`config.mk`:
```
export PLATFORM = sky130hd
export DESIGN_NAME = cache_controller
export DESIGN_NICKNAME = d
export VERILOG_FILES = /design/src/rtl/cache_controller.sv
export SDC_FILE = /design/constraint.sdc
export NUM_CORES = 1
export LEC_CHECK = 0
export CORE_MARGIN = 2
export CORE_UTILIZATION = 46
export CTS_BUF_LIST = sky130_fd_sc_hd__clkbuf_8 sky130_fd_sc_hd__clkbuf_16
export CTS_CLUSTER_SIZE = 20
export DETAILED_ROUTE_END_ITERATION = 6
export PLACE_DENSITY = 0.74
export SYNTH_ARGS = -nofsm -noshare
export SYNTH_HDL_FRONTEND = slang
export SYNTH_SLANG_ARGS = --single-unit
```
`constraint.sdc`:
```
create_clock -name clk -period 6.5 [get_ports clk]
set_clock_uncertainty 0.15 [all_clocks]
set_input_delay 0.975 -clock clk [delete_from_list [all_inputs] [get_ports clk]]
set_output_delay 0.975 -clock clk [all_outputs]
set_load 0.05 [all_outputs]
```
`src/rtl/cache_controller.sv`:
```
// cache_controller
//   Control stage in front of a 128-word direct-mapped data array
//   (32 lines x 4 words). Holds the tag and valid arrays, decodes CPU
//   load/store requests, drives the data-array strobes and the main-memory
//   handshake, and stalls the pipeline on read misses and on stores.
//   Policy: write-through, no-write-allocate.
//
// Ports
//   clk, reset           clock; synchronous active-low reset
//   mem_read, mem_write  CPU load/store request (held while stall=1)
//   word_addr            CPU word address {tag, index, offset}
//   mm_ready             main memory done (refill data valid on reads)
//   stall                freeze the CPU pipeline
//   cache_read           data-array read strobe
//   cache_update         data-array single-word write strobe
//   cache_refill         data-array 4-word line-fill strobe
//   index_offset         data-array address = word_addr[6:0]
//   mm_read, mm_write    main-memory line read / word write request
//   mm_addr              main-memory address
//   hit_count            saturating read-hit counter
//   miss_count           saturating read-miss counter
module cache_controller #(
  parameter int ADDR_WIDTH = 10,
  parameter int LINES      = 32,
  parameter int CNT_WIDTH  = 16
) (
  input  logic                          clk,
  input  logic                          reset,
  input  logic                          mem_read,
  input  logic                          mem_write,
  input  logic [ADDR_WIDTH-1:0]         word_addr,
  input  logic                          mm_ready,
  output logic                          stall,
  output logic                          cache_read,
  output logic                          cache_update,
  output logic                          cache_refill,
  output logic [$clog2(LINES)+1:0]      index_offset,
  output logic                          mm_read,
  output logic                          mm_write,
  output logic [ADDR_WIDTH-1:0]         mm_addr,
  output logic [CNT_WIDTH-1:0]          hit_count,
  output logic [CNT_WIDTH-1:0]          miss_count
);

  localparam int IDX_W = $clog2(LINES);
  localparam int TAG_W = ADDR_WIDTH - IDX_W - 2;

  typedef enum logic [1:0] {IDLE, RD_MISS, WR_THRU} state_t;

  state_t                        state_q, state_d;
  logic [LINES-1:0]              valid_q;
  logic [LINES-1:0][TAG_W-1:0]   tag_q;
  logic [CNT_WIDTH-1:0]          hit_q, miss_q;

  logic [TAG_W-1:0] tag;
  logic [IDX_W-1:0] idx;
  logic             hit;
  logic             fill_en, hit_inc, miss_inc;

  assign tag = word_addr[ADDR_WIDTH-1 -: TAG_W];
  assign idx = word_addr[2 +: IDX_W];
  assign hit = valid_q[idx] && (tag_q[idx] == tag);

  always_comb begin
    state_d      = state_q;
    stall        = 1'b0;
    cache_read   = 1'b0;
    cache_update = 1'b0;
    cache_refill = 1'b0;
    index_offset = '0;
    mm_read      = 1'b0;
    mm_write     = 1'b0;
    mm_addr      = '0;
    fill_en      = 1'b0;
    hit_inc      = 1'b0;
    miss_inc     = 1'b0;
    // Every output is forced low while reset is asserted.
    if (reset) begin
      index_offset = word_addr[IDX_W+1:0];
      unique case (state_q)
        IDLE: begin
          if (mem_write) begin
            stall   = 1'b1;
            state_d = WR_THRU;
          end else if (mem_read) begin
            if (hit) begin
              cache_read = 1'b1;
              hit_inc    = 1'b1;
            end else begin
              stall    = 1'b1;
              miss_inc = 1'b1;
              state_d  = RD_MISS;
            end
          end
        end
        RD_MISS: begin
          stall   = 1'b1;
          mm_read = 1'b1;
          mm_addr = {word_addr[ADDR_WIDTH-1:2], 2'b00};
          if (mm_ready) begin
            cache_refill = 1'b1;
            fill_en      = 1'b1;
            state_d      = IDLE;
          end
        end
        WR_THRU: begin
          mm_write = 1'b1;
          mm_addr  = word_addr;
          stall    = ~mm_ready;
          if (mm_ready) begin
            cache_update = hit;
            state_d      = IDLE;
          end
        end
        default: state_d = IDLE;
      endcase
    end
  end

  always_ff @(posedge clk) begin
    if (!reset) begin
      state_q <= IDLE;
      valid_q <= '0;
      tag_q   <= '0;
      hit_q   <= '0;
      miss_q  <= '0;
    end else begin
      state_q <= state_d;
      if (fill_en) begin
        valid_q[idx] <= 1'b1;
        tag_q[idx]   <= tag;
      end
      if (hit_inc && hit_q != '1)
        hit_q <= hit_q + 1'b1;
      if (miss_inc && miss_q != '1)
        miss_q <= miss_q + 1'b1;
    end
  end

  assign hit_count  = reset ? hit_q  : '0;
  assign miss_count = reset ? miss_q : '0;

endmodule
```
==> impl_metrics.toml, run 1 <==
[yosys]
synth_top_area_share_pct = 39.8
yosysSeqAreaShare_pct = 39.8
avgSynthCellArea_um2 = 8.61
yosysTopAreaCell = "dfxtp_1"
ys_top_cells_by_area = "dfxtp_1, a21boi_0, mux2i_1"
synth-main-ff-cell = "dfxtp_1"
ys_seq_elements = 162
synth_cell_types = 52
syn_nets = 967
synth_most_common_cell = "dfxtp_1"
syn-cell-area_um2 = 8150
syn_inst = 946
async_reset_ff_share_pct = 0
ys.warnings.count = 0
synth-edff-count = 0
synthTopCellsByCount = "dfxtp_1, nand2_1, a21boi_0"

[setup_path]
slowest_stage = "clkdlybuf4s50_1"
crit_path_end_kind = "output port"
regToRegEndpoint = "hit_q[9]$_SDFFE_PN0P_"
crit_required_ns = 5.37
cp_max_fo = 16
rrSetupSlack_ns = 3.22
crit_path_cell_trace = "clkdlybuf4s50_1 > or3b_1 > o22ai_1 > or4_1 > nor3_2 > nor3_1 > or4b_4 > or2_1 > a2111oi_4 > nor2_1 > buf_4"
crit_arrival_ns = 4.67
crit_path_max_incr_delay_ns = 0.73
cp-start-kind = "input pin"
crit_path_start = "word_addr[4]"
timing.rr.start = "tag_q[76]$_SDFFE_PN0P_"
ff2ff_path_depth = 9
worstSetupPathType = "in2out"
endpoint = "stall"

[detailed_routing]
vias_per_cell = 5.66
drcViolationCount = 0
num_vias = 6835
routedWlPerCell_um = 17.0
routed_wirelength_um = 20500
ant_nets = 0
drt-pass1-iter-count = 5
drt_iter0_markers = 537

[clock_network]
cts_resized = 0
htree_levels = 4
holdBufCountCts = 0
cts_root_buffer = "clkbuf_16"
clk_pin_slew_ns = 0.07
post_cts_buffers = 0
numClockSinks = 162
cts_buffers = 17
tritoncts = "done"
cts_max_path_buffers = 2
worstSkewPairLatency_ns = 0.43

[global_routing]
grt_max_degree = 98
grtUsageTotal_pct = 22.2
antenna_found_initial = 0
grt_pass1_vias = 6328
grt_pass1_wl_um = 32800
overflow = 0

[layout]
fin_util_pct = 54.6
drive_above_1_share_pct = 8.44
finalNetCount = 991
syn2layout_area_growth_pct = 15.9
diodes = 0

[floorplanning]
rows = 48
io_pins = 70
initial_utilization_pct = 47.1
die_x_um = 137
die_area_um2 = 18800
die_h_um = 137
fp.coreArea_um2 = 17300

[timing]
min_period_ns = 5.79
grt_setup_unrepaired = "no"
setup-violations-final = 0
slew_headroom_pct = 20.6
hold_viol = 0
fin_crit_sh_pct = 89.1
slew_violations = 0
fmax_mhz = 173
setup-tns-final_ns = 0
tightest_slew_ns = 1.19

[flow_run]
maxCapViolCount = 0

[power_and_ir_drop]
ir_drop_mv = 0.194
pwr_density_cell_nw_per_um2 = 233
p_leak_uw = 0.00350

[placed_design]
place.gp.congestion = 0.915
dp_hpwl_um = 13600
port_buffers = 69

[worst_hold_path]
hold_class = "reg2reg"

[outcome]
outcome = "finished, final reports clean"
## metal layers
| metal | GRT usage, % | wire (um) | part of all wire (%) | up-vias |
|---|---|---|---|---|
| met3 | 4.48 | 1490 | 7.3 | 31 |
| met4 | 7.67 | 365 | 1.8 | 0 |
| met1 | 30.0 | 9440 | 46 | 3218 |
| li1 | - | - | - | 3345 |
| met2 | 35.3 | 9210 | 45 | 241 |
| met5 | 0 | 0 | 0 | - |
## cells in the final DEF, fill, tap and decap left out, types with 4 or more instances in the layout
master           instances
and4_1                   6
a21oi_1                 14
mux2_2                  24
nor2_1                  37
clkdlybuf4s50_1         64
o21ai_0                 62
nand3_1                 50
clkbuf_8                 4
clkinvlp_4               4
and3_1                  17
mux2i_1                 67
nand3b_1                 4
o21a_1                  20
a21boi_0                95
nor2b_1                 44
ha_1                     6
nor4_1                   4
nor3_1                   6
dfxtp_1                162
inv_1                   24
nand2_1                114
clkbuf_16               17
and2_1                  47
o22ai_1                 19
nand4_1                 10
buf_4                   19
## sequential cells by signal (all words and copies together) (netlist names)
name,count
valid_q,32
tag_q,96
hit_q,16
miss_q,16
state_q,2
## worst min path at each step
stage	from	end	cells past startpoint
global route	valid_q[20]$_SDFFE_PN0P_	valid_q[20]$_SDFFE_PN0P_	1
finish	valid_q[19]$_SDFFE_PN0P_	valid_q[19]$_SDFFE_PN0P_	2
global placement	hit_q[15]$_SDFFE_PN0P_	hit_q[15]$_SDFFE_PN0P_	1
floorplan	valid_q[19]$_SDFFE_PN0P_	valid_q[19]$_SDFFE_PN0P_	2
detailed placement	valid_q[8]$_SDFFE_PN0P_	valid_q[8]$_SDFFE_PN0P_	1
CTS	valid_q[12]$_SDFFE_PN0P_	valid_q[12]$_SDFFE_PN0P_	1
## layout make-up
cell class	instances	area [um2]
multi-input cells	683	4440
fillers	1635	7850
repair buffers	83	783
clock inverters	11	129
inverters	23	86.3
flip-flops and latches	162	3240
well taps	225	282
clock buffers	21	480
## power breakdown
part | switching (uW) | total, uW | internal (uW)
sequential | 2.89 | 999 | 996
clock | 414 | 1020 | 608
combinational | 120 | 185 | 64.7
total | 537 | 2210 | 1670
## metrics by stage
| stage | instance area, um2 | setup WS, ns | hold slack (ns) | std cells | total power, uW |
|---|---|---|---|---|---|
| floorplan | 8150 | 1.55 | 0.282 | 946 | 1150 |
| CTS | 9450 | 0.742 | 0.318 | 1208 | 2220 |
| global route | 9450 | 0.491 | 0.333 | 1208 | 2270 |
| detailed placement | 8840 | 0.745 | 0.304 | 1176 | 1200 |
| global placement | 8840 | 0.783 | 0.296 | 1176 | 1200 |
| finish | 9450 | 0.709 | 0.314 | 1208 | 2210 |
## cells by family after synthesis
family | after synthesis | share of synthesized area, %
AND/OR/NAND/NOR | 354 | 22.3
AO/OA/AOI/OAI | 225 | 18.6
flip-flops | 162 | 39.8
buffers and inverters | 101 | 5.67
multiplexers | 96 | 12.5
adder cells (fa/ha/maj) | 6 | 0.921
XOR/XNOR | 2 | 0.215
## worst max-delay path, delay by kind of cell
family                 cells  cell delay [ns]
AO/OA/AOI/OAI              2             0.51
buffers and inverters      2             0.93
AND/OR/NAND/NOR            7             2.25
(Power assumes the default switching activity.)
==> inputs of run 2 (changes only) <==
Settings changed: CORE_ASPECT_RATIO set to 1.75.
==> run 2 against run 1 <==
Net effect: die area grew 0.22%; critical path depth is the same; via count increased by 0.29%; cell area up 0.36%; final cell count grew 0.66%; non-clock buffer count increased by 2; sequential power about the same; routed wire length up 5.2%; register-to-register slack lost 0.10 ns; critical endpoint unchanged.
==> impl_metrics.toml, run 2 (synthesis gave the netlist of run 1 again) <==
[outcome]
outcome = "finished, final reports clean"

[clock_network]
cts_resized = 0
clk_pin_slew_ns = 0.06
post_cts_buffers = 0
cts_buffers = 17
cts_root_buffer = "clkbuf_16"
htree_levels = 4
cts_max_path_buffers = 2
holdBufCountCts = 0
numClockSinks = 162
tritoncts = "done"
worstSkewPairLatency_ns = 0.43

[layout]
finalNetCount = 993
fillerInstances = 1644
final_common_cell = "dfxtp_1"
diodes = 0
register_area_um2 = 3240
syn2layout_area_growth_pct = 16.4
fin_cells = 1216
final_cell_area_um2 = 9480
multiInputGateArea_um2 = 4440
layout_common_cells = "dfxtp_1, nand2_1, a21boi_0, mux2i_1, clkdlybuf4s50_1"
reg_top3 = "tag_q x96, valid_q x32"
drive_above_1_share_pct = 8.73
largest_reg_flops = 96
top_register = "tag_q"

[global_routing]
grt_pass1_wl_um = 35200
grt_max_degree = 142
overflow = 0
grtUsageTotal_pct = 23.4
antenna_found_initial = 0
grt_pass1_vias = 6813

[timing]
fin_crit_sh_pct = 89.6
min_period_ns = 5.82
tightest_slew_ns = 1.21
slew_headroom_pct = 18.8
grt_setup_unrepaired = "no"
fmax_mhz = 172
setup-violations-final = 0
hold_viol = 0
slew_violations = 0
setup-tns-final_ns = 0

[floorplanning]
fp.coreArea_um2 = 17500
die_area_um2 = 18800
rows = 64
io_pins = 70
die_x_um = 105
die_h_um = 180
initial_utilization_pct = 46.7

[setup_path]
crit_arrival_ns = 4.70
crit_path_end_kind = "output port"
ff2ff_path_depth = 9
cp-start-kind = "input pin"
crit_required_ns = 5.37
cp_max_fo = 16
worstSetupPathType = "in2out"

[power_and_ir_drop]
pwr_density_cell_nw_per_um2 = 233
p_leak_uw = 0.00351
finalPower_uw = 2210
ir_drop_mv = 0.150

[flow_run]
maxCapViolCount = 0

[detailed_routing]
num_vias = 6855
vias_per_cell = 5.64
drcViolationCount = 0
routed_wirelength_um = 21600
ant_nets = 0
drt_iter0_markers = 366
routedWlPerCell_um = 17.7
drt-pass1-iter-count = 5

[placed_design]
place_inst = 1184
dp_hpwl_um = 14900
port_buffers = 69
placed_cell_area_um2 = 8870
place.gp.congestion = 0.899

[worst_hold_path]
min_path_cells = 1
hold_class = "reg2reg"
-- run 2: changes by cell type in the layout (fill, tap and decap cells not counted), sizes merged --
cell	previous run	this run
inv	25	24
buf	19	21
clkinv	3	5
clkinvlp	4	3
-- run 2: final cells by class --
cell class / count / area share [%]
timing repair buffer: 85 / 8.55
sequential: 162 / 34.2
inverter: 23 / 0.911
clock buffer: 21 / 5.07
multi-input combinational: 683 / 46.9
clock inverter: 11 / 1.35
tap: 231 / 3.05
-- run 2: per-layer routing --
layer | GRT usage [%] | up-vias | share of wire, %
met3 | 3.47 | 58 | 3.7
met2 | 42.5 | 183 | 53
met1 | 25.4 | 3275 | 38
li1 | - | 3339 | -
met5 | 0 | - | 0
met4 | 14.0 | 0 | 5.2
-- run 2: per-stage QoR --
step | hold WS, ns | utilization [%] | worst slack [ns]
5_1_grt | 0.331 | 54.3 | 0.416
6_report | 0.307 | 54.3 | 0.679
4_1_cts | 0.311 | 54.3 | 0.715
3_3_place_gp | 0.293 | 50.8 | 0.779
2_1_floorplan | 0.282 | - | 1.55
3_5_place_dp | 0.302 | 50.8 | 0.710
-- run 2: path summary, 6_finish.rpt --
check	slack (ns)	from	end
worst max-delay path	0.68	word_addr[4]	stall
worst min-delay path	0.31	miss_q[4]$_SDFFE_PN0P_	miss_q[4]$_SDFFE_PN0P_
worst max register to register	3.12	tag_q[28]$_SDFFE_PN0P_	hit_q[5]$_SDFFE_PN0P_
worst min register to register	0.31	miss_q[4]$_SDFFE_PN0P_	miss_q[4]$_SDFFE_PN0P_
-- run 2: where the power goes --
group | total, uW | leakage (uW) | switching (uW) | internal [uW]
clock | 1020 | 0.000292 | 414 | 608
sequential | 999 | 0.00130 | 2.81 | 996
combinational | 184 | 0.00192 | 119 | 65.6
-- run 2: worst max-delay path: stages --
cell and delay (ns):
clkdlybuf4s50_1 0.76, or3_1 0.52, o22ai_1 0.16, or4_1 0.53, nor3_2 0.21, nor3_1 0.08
or4b_4 0.54, or2_1 0.27, a2111oi_4 0.36, nor2_1 0.10, buf_4 0.20
